**config.mk**
```make
export PLATFORM = sky130hd
export DESIGN_NAME = instr_loader
export DESIGN_NICKNAME = d
export VERILOG_FILES = /design/src/rtl/loader_pkg.sv /design/src/rtl/instr_loader.sv
export SDC_FILE = /design/constraint.sdc
export NUM_CORES = 1
export LEC_CHECK = 0
export BUFFER_PORTS_ARGS = -buffer_cell sky130_fd_sc_hd__buf_2
export CORE_UTILIZATION = 42
export DETAILED_ROUTE_END_ITERATION = 12
export PLACE_DENSITY = 0.65
export REMOVE_ABC_BUFFERS = 1
export SLEW_MARGIN = 20
export SYNTH_ARGS = -nofsm -noshare
export SYNTH_HDL_FRONTEND = slang
export SYNTH_SLANG_ARGS = --single-unit
```
**constraint.sdc**
```tcl
create_clock -name clka -period 2 [get_ports clka]
set_clock_uncertainty 0.2 [all_clocks]
set_input_delay 0.4 -clock clka [delete_from_list [all_inputs] [get_ports clka]]
set_output_delay 0.4 -clock clka [all_outputs]
set_load 0.03 [all_outputs]
```
**src/rtl/loader_pkg.sv**
```systemverilog
// Shared constants and state type for the instruction loader.
// Sizes match the serial-fill instruction memory.
package loader_pkg;

    localparam int MEM_DEPTH = 32;
    localparam int DATA_W    = 8;
    localparam int CNT_W     = 6;

    typedef enum logic [1:0] {
        IDLE,
        CLEAR,
        LOAD,
        DONE
    } state_t;

endpackage

```
**src/rtl/instr_loader.sv**
```systemverilog
// Write-side front end for the serial-fill instruction memory.
// Clears memory, streams host bytes into it, holds the CPU meanwhile.
module instr_loader
    import loader_pkg::*;
(
    input  logic              clka,
    input  logic              restart,
    input  logic              start,
    input  logic              byte_valid,
    input  logic [DATA_W-1:0] byte_in,
    input  logic              byte_last,
    output logic              byte_ready,
    output logic              mem_restart,
    output logic              inst_en,
    output logic [DATA_W-1:0] instruction_in,
    output logic [CNT_W-1:0]  load_count,
    output logic              busy,
    output logic              done,
    output logic              truncated,
    output logic              cpu_hold
);

    localparam logic [CNT_W-1:0] DEPTH_C = CNT_W'(MEM_DEPTH);

    state_t            state;
    state_t            state_n;
    logic              accept;
    logic              ready_n;
    logic              mem_restart_n;
    logic              inst_en_n;
    logic [DATA_W-1:0] instr_n;
    logic [CNT_W-1:0]  cnt_n;
    logic              busy_n;
    logic              done_n;
    logic              trunc_n;
    logic              hold_n;

    // Next state and next registered output values.
    always_comb begin
        state_n       = state;
        accept        = byte_valid & byte_ready;
        ready_n       = 1'b0;
        mem_restart_n = 1'b0;
        inst_en_n     = 1'b0;
        instr_n       = instruction_in;
        cnt_n         = load_count;
        busy_n        = 1'b0;
        done_n        = done;
        trunc_n       = truncated;
        hold_n        = 1'b0;
        unique case (state)
            IDLE, DONE: begin
                if (start) begin
                    state_n       = CLEAR;
                    mem_restart_n = 1'b1;
                    hold_n        = 1'b1;
                    busy_n        = 1'b1;
                    cnt_n         = '0;
                    done_n        = 1'b0;
                    trunc_n       = 1'b0;
                end
            end
            CLEAR: begin
                state_n = LOAD;
                hold_n  = 1'b1;
                busy_n  = 1'b1;
                ready_n = 1'b1;
            end
            LOAD: begin
                hold_n  = 1'b1;
                busy_n  = 1'b1;
                ready_n = byte_ready;
                if (accept) begin
                    inst_en_n = 1'b1;
                    instr_n   = byte_in;
                    cnt_n     = load_count + 1'b1;
                    if (byte_last) begin
                        state_n = DONE;
                        done_n  = 1'b1;
                    end else if (cnt_n == DEPTH_C) begin
                        state_n = DONE;
                        done_n  = 1'b1;
                        trunc_n = 1'b1;
                    end
                end
                // Final write pulse still goes out on the edge into DONE.
                if (state_n == DONE) begin
                    hold_n  = 1'b0;
                    busy_n  = 1'b0;
                    ready_n = 1'b0;
                end
            end
            default: state_n = IDLE;
        endcase
    end

    // State and output registers; reset keeps memory cleared, CPU held.
    always_ff @(posedge clka or posedge restart) begin
        if (restart) begin
            state          <= IDLE;
            byte_ready     <= 1'b0;
            mem_restart    <= 1'b1;
            inst_en        <= 1'b0;
            instruction_in <= '0;
            load_count     <= '0;
            busy           <= 1'b0;
            done           <= 1'b0;
            truncated      <= 1'b0;
            cpu_hold       <= 1'b1;
        end else begin
            state          <= state_n;
            byte_ready     <= ready_n;
            mem_restart    <= mem_restart_n;
            inst_en        <= inst_en_n;
            instruction_in <= instr_n;
            load_count     <= cnt_n;
            busy           <= busy_n;
            done           <= done_n;
            truncated      <= trunc_n;
            cpu_hold       <= hold_n;
        end
    end

endmodule

```
Word-level counts from Yosys, hierarchy flattened
Index checks and enable logic that the tools add are counted.

cells by class
  add/sub/neg operators = 1
  eq/ne operators = 11
  multiplexer cells = 25
  bitwise logic cells = 1
  reduce and logical (&&, ||, !) cells = 7

operators by type and width
  cell                                                              count
  1-bit 2-to-1 mux                                                  12
  6-bit 2-to-1 mux                                                  2
  6-bit one-hot mux with 2 select lines                             1
  2-bit 2-to-1 mux                                                  5
  2-bit inequality test (second input constant)                     5
  6-bit by 1-bit adder with 6-bit output (second input constant)    1
  2-bit == test (second input constant)                             3
  6-bit == test (second input constant)                             1
  1-bit one-hot mux with 2 select lines                             3
  2-bit one-hot mux with 3 select lines                             1
  5-bit AND reduction                                               1
  4-bit AND reduction                                               1
  3-bit inequality test (second input constant)                     1
  1-bit one-hot mux with 3 select lines                             1
  3-bit AND reduction                                               1
  2-bit by 1-bit == test with 1-bit output (second input constant)  1
  2-bit logical NOT                                                 1
  2-bit AND reduction                                               1
  2-bit nonzero test                                                1
  2-bit OR reduction                                                1
  1-bit bitwise AND                                                 1

storage, ports and cells
  bits in registers = 23
  input port bits = 13
  output and inout bits = 21

Longest topological paths before layout
  depth after elaboration = 9
  depth in mapped cells = 8
  gate-level depth less buffers = 7

Least setup slack after synthesis
OpenSTA, ideal clock, no wires.

  kind = reg2reg
  start = register load_count[3]
  end = register busy
  arrival = 1.375 ns
  required time = 1.635 ns
  path slack = 0.260 ns
  stages on the path, launching flop included = 5
  buffers on the path = 0
  period minus slack after synthesis = 1.740 ns
  path through = dfrtp_1 or3b_1 mux2i_1 a31o_2 a41oi_1

between the ends
  cells in the longest elaborated chain, start to end = 9

ends and longest elaborated chain
  item                                    line                 source
  from (decl)                             instr_loader.sv:16   output logic [CNT_W-1:0] load_count,
  from (signal assigned)                  instr_loader.sv:116  load_count <= cnt_n;
  6-bit by 1-bit adder with 6-bit output  instr_loader.sv:76   cnt_n = load_count + 1'b1;
  6-bit == test                           instr_loader.sv:80   end else if (cnt_n == DEPTH_C) begin
  2-bit 2-to-1 mux                        instr_loader.sv:80
  2-bit 2-to-1 mux                        instr_loader.sv:77   if (byte_last) begin
  2-bit 2-to-1 mux                        instr_loader.sv:73   if (accept) begin
  2-bit 2-to-1 mux                        instr_loader.sv:51   unique case (state)
  2-bit == test                           instr_loader.sv:87   if (state_n == DONE) begin
  1-bit 2-to-1 mux                        instr_loader.sv:87
  1-bit one-hot mux with 3 select lines   instr_loader.sv:51
  named net busy_n                        instr_loader.sv:33   logic busy_n;
  to (signal assigned)                    instr_loader.sv:117  busy <= busy_n;
  to (decl)                               instr_loader.sv:17   output logic busy,

The timed path passes the listed nets, and every way through them passes these cells. The select of a mux whose other input is x is not followed.
A chain may end at the register's enable or synchronous reset.

Worst setup path in the final report
  start = register state[0]
  end = register load_count[3]

between the ends
  cells in the longest elaborated chain, start to end = 4

ends and longest elaborated chain
  item                                                                          line                 source
  from (decl)                                                                   instr_loader.sv:25   state_t state;
  from (signal assigned)                                                        instr_loader.sv:111  state <= state_n;
  2-bit == test / 2-bit logical NOT (equally long branches)                     instr_loader.sv:51
  2-bit OR reduction                                                            instr_loader.sv:51
  2-bit inequality test (no line) / 2-bit nonzero test (equally long branches)  -
  3-bit AND reduction (no line)                                                 -

Several ways; a longest one is shown, not always the timed one.

==> metrics.md <==
| Metric | Value |
|---|---|
| Status | `finished clean` |
| Synth Register Bits | `23` |
| Critical path launch point type | `flop` |
| Number of levels in the clock H-tree | `1` |
| Final Net Count | `roughly 170` |
| Largest area contributor in the synthesized netlist | `sky130_fd_sc_hd__dfrtp_1` |
| Critical Path Sink | `load_count[3]` |
| Average size of a mapped cell | `around 9.6 sq um` |
| Post-synthesis cell type count | `31` |
| Startpoint of the most critical register-to-register path | `state[0]` |
| Number of buffers added by the clock tree synthesis step | `3` |
| Number of sinks handled by clock tree synthesis | `23` |
| Ratio of routed vias to standard cells | `around 5` |
| Post-synth ARST share | `100%` |
| Total congestion overflow | `0` |
| Max Slew Vio Count | `0` |
| DRT Pass-1 Iters | `4` |
| Port Buf Inserts | `33` |
| Net switching component of the power | `between 0.8 and 0.9 mW` |
| Static leakage power | `slightly above 0.7 nW` |
| Top cell types by occurrence after synthesis | `32 x sky130_fd_sc_hd__nand2_1, 21 x sky130_fd_sc_hd__dfrtp_1, 8 x sky130_fd_sc_hd__inv_1, 7 x sky130_fd_sc_hd__o21ai_0, 4 x sky130_fd_sc_hd__nand3_1` |
| First-pass GRT wire length | `between 3 and 4 mm` |
| Highest ir drop seen on vdd | `about 1.0 mV` |
| Effective utilization at floorplan | `between 40 and 50%` |
| Placed Area | `about 1300 sq um` |
| Relative area change from synthesis to final layout | `25.4%` |
| Power density of the placed cells | `1420 nW/um^2` |
| Total of warnings raised by yosys | `0` |
| Area of the die | `between 2000 and 3000 sq um` |
| Final cell count without fillers | `180` |
| Post-route total power | `about 1.9 mW` |
| Standard-cell rows | `17` |
| Overall track demand over capacity in global routing | `between 15 and 20%` |
| Main synth FF type | `sky130_fd_sc_hd__dfrtp_1` |
| Number of max-capacitance violations reported | `0` |
| Vias after detailed routing | `about 900` |
| Setup-failing EPs final | `0` |
| GPL Wtd Cong | `a little under 0.9` |
| # diodes | `0` |
| Total negative slack for setup checks | `0 ps` |
| Actual slew at the worst max-slew pin | `around 360 ps` |
| Drc violations | `0` |
| Sort of element at the end of the critical path | `flop` |
| Core area | `between 2000 and 2500 sq um` |
| Minimum period implied by the final worst setup slack | `roughly 1900 ps` |
| First element of the critical path | `state[0]` |
| WP data arrival | `approximately 1900 ps` |
| Critical Path RT | `1990 ps` |
| Post-route cell area | `roughly 1300 sq um` |
| Setup fix buffers added after clock tree synthesis | `0` |
| CTS clock-pin slew for the worst setup and hold paths | `between 100 and 150 ps` |
| R2r worst-path depth | `7` |
| Switching power as a share of total power | `between 40 and 50%` |
| Critical Path Max Stage Delay | `around 400 ps` |
| Final Routed Wirelength | `2.22 mm` |
| Gate power share | `between 50% and 60%` |
| Root cell of the clock tree | `sky130_fd_sc_hd__clkbuf_4` |
| Worst Path Class, Setup | `flop to flop` |
| Clock Power Share | `a little over a tenth` |
| Worst path slowest cell | `sky130_fd_sc_hd__dfrtp_1` |
| Wire length per cell | `approximately 12 um` |
| Cell internal power dissipation | `1.04 mW` |
| Sequential power share | `approximately two fifths` |
| Number of failing hold endpoints at the final stage | `0` |
| Area contributors post-synth | `sky130_fd_sc_hd__dfrtp_1 49%, sky130_fd_sc_hd__nand2_1 11%, sky130_fd_sc_hd__dfstp_2 4.9%` |
| Vias in the first global route | `785` |
| Clock tree from TritonCTS | `done` |
| Pin count of the biggest net entering global routing | `24` |
| Worst Path Max Fanout | `7` |
| Count of flip-flops with a built-in enable after synthesis | `0` |
| Cell repeated most along the worst path | `sky130_fd_sc_hd__o21ai_0` |
| Final cycle utilization of the critical path | `~93%` |
| Critical Path, Cell by Cell | `inv_1, ha_1, nand3b_1, a21boi_0, buf_4, o21ai_0, o21ai_0` |
| RSZ-0062 raised after global routing | `false` |
| Worst-skew pair later-pin latency | `roughly 300 ps` |
| Fmax | `about 540 MHz` |
| Setup slack of the worst register-to-register path | `roughly 130 ps` |
| Final cell utilization of the core | `between 50% and 60%` |
| Headroom to the max-slew limit | `75.6%` |
| Post-detail-place hpwl | `1.69 mm` |
| Worst min-delay path class | `primary input to flop` |
| Deepest clock path buffer count | `2` |
| Top-level I/O count | `34` |
| Share of the yosys chip area belonging to registers | `between 50% and 60%` |
| Die W | `52.3 um` |
| Initial detailed-routing violation count | `14` |
| Most frequent cell after synthesis | `sky130_fd_sc_hd__nand2_1` |
| Post-synth design cell area | `1060 sq um` |
| Overall die height | `52.3 um` |
| Count of nets left with antenna violations after detail routing | `0` |
| Layout cells sized above 1 | `about a third` |
| Top cell type's share of synthesized area | `49.4%` |
| Mapped Cells | `111` |
| Post-placement cell count | `between 150 and 200` |
| Number of antenna violations at the first check in global routing | `0` |
| Worst flop-to-flop path endpoint | `load_count[3]` |
layout by cell type, fill, tap and decap left out, types with 3 or more instances in the layout:
master | netlist | routed
sky130_fd_sc_hd__clkbuf_4 | 0 | 3
sky130_fd_sc_hd__ha_1 | 3 | 3
sky130_fd_sc_hd__buf_2 | 0 | 33
sky130_fd_sc_hd__o21ai_0 | 7 | 7
sky130_fd_sc_hd__a21oi_1 | 3 | 3
sky130_fd_sc_hd__inv_1 | 8 | 8
sky130_fd_sc_hd__buf_4 | 0 | 5
sky130_fd_sc_hd__nor3_1 | 3 | 3
sky130_fd_sc_hd__nand3_1 | 4 | 4
sky130_fd_sc_hd__nand2_1 | 32 | 32
sky130_fd_sc_hd__dfrtp_1 | 21 | 21
flip-flops by register name, indices dropped and copies added (netlist names):
signal          cells
state               2
byte_ready          1
mem_restart         1
instruction_in      8
truncated           1
cpu_hold            1
done                1
inst_en             1
busy                1
load_count          6
through the flow:
step           setup WS, ps  hold slack [ps]
6_report                134             81.3
5_1_grt                5.04             65.3
4_1_cts                90.8             73.2
3_5_place_dp            122              252
3_3_place_gp            198              250
2_1_floorplan         -26.3              200
cell families after synthesis:
| family | Yosys count | share of synthesized area (%) |
|---|---|---|
| simple gates | 52 | 23.2 |
| flops | 23 | 54.4 |
| compound gates | 21 | 12.8 |
| buf+inv | 10 | 4.23 |
| fa+ha+maj | 3 | 3.53 |
| mux | 2 | 1.88 |
per-layer routing:
metal	up-vias	share of wire, %	global-route usage (%)
li1	458	-	-
met1	434	45	22.1
met2	25	48	28.1
met3	2	5.8	3.19
met4	0	0.54	6.58
met5	-	0	0
power by group through the flow:
stage / Clock, mW / Combinational (mW) / Sequential, mW
2_1_floorplan: 0 / 0.346 / 1.04
3_3_place_gp: 0 / 0.908 / 0.745
3_5_place_dp: 0 / 0.930 / 0.754
4_1_cts: 0.216 / 0.933 / 0.743
5_1_grt: 0.235 / 1.03 / 0.761
6_report: 0.205 / 0.948 / 0.743
timing repair:
action                                 in CTS  in global routing
hold buffers                                1                  0
endpoints found under the hold margin      21                  0
gates resized for setup                     0                  3
setup endpoints to repair                   0                  5
cell type report:
cell class	instances	area [sq um]
Clock inverter	1	5.00
Tap cell	28	35.0
Inverter	8	30.0
Clock buffer	3	22.5
Fill cell	215	963
Sequential cell	23	578
Multi-Input combinational cell	78	450
Timing Repair Buffer	39	213
how the worst min path moves through the flow:
stage / slack, ps / endpoint / startpoint / cells past startpoint
finish: 80 / instruction_in[2] / byte_in[2] / 3
global route: 70 / instruction_in[3] / byte_in[3] / 3
CTS: 70 / instruction_in[2] / byte_in[2] / 3
detailed placement: 250 / instruction_in[0] / restart / 3
global placement: 250 / instruction_in[6] / restart / 3
floorplan: 200 / busy / restart / 1
worst max-delay path, delay by kind of cell (launching register included):
kind	cells	cell delay [ps]
and+or+nand+nor	1	140
AOI/OAI and AO/OA	3	390
adders and majority gates	1	400
buffers and inverters	2	230
DFF	1	400
(Power assumes the default switching activity.)
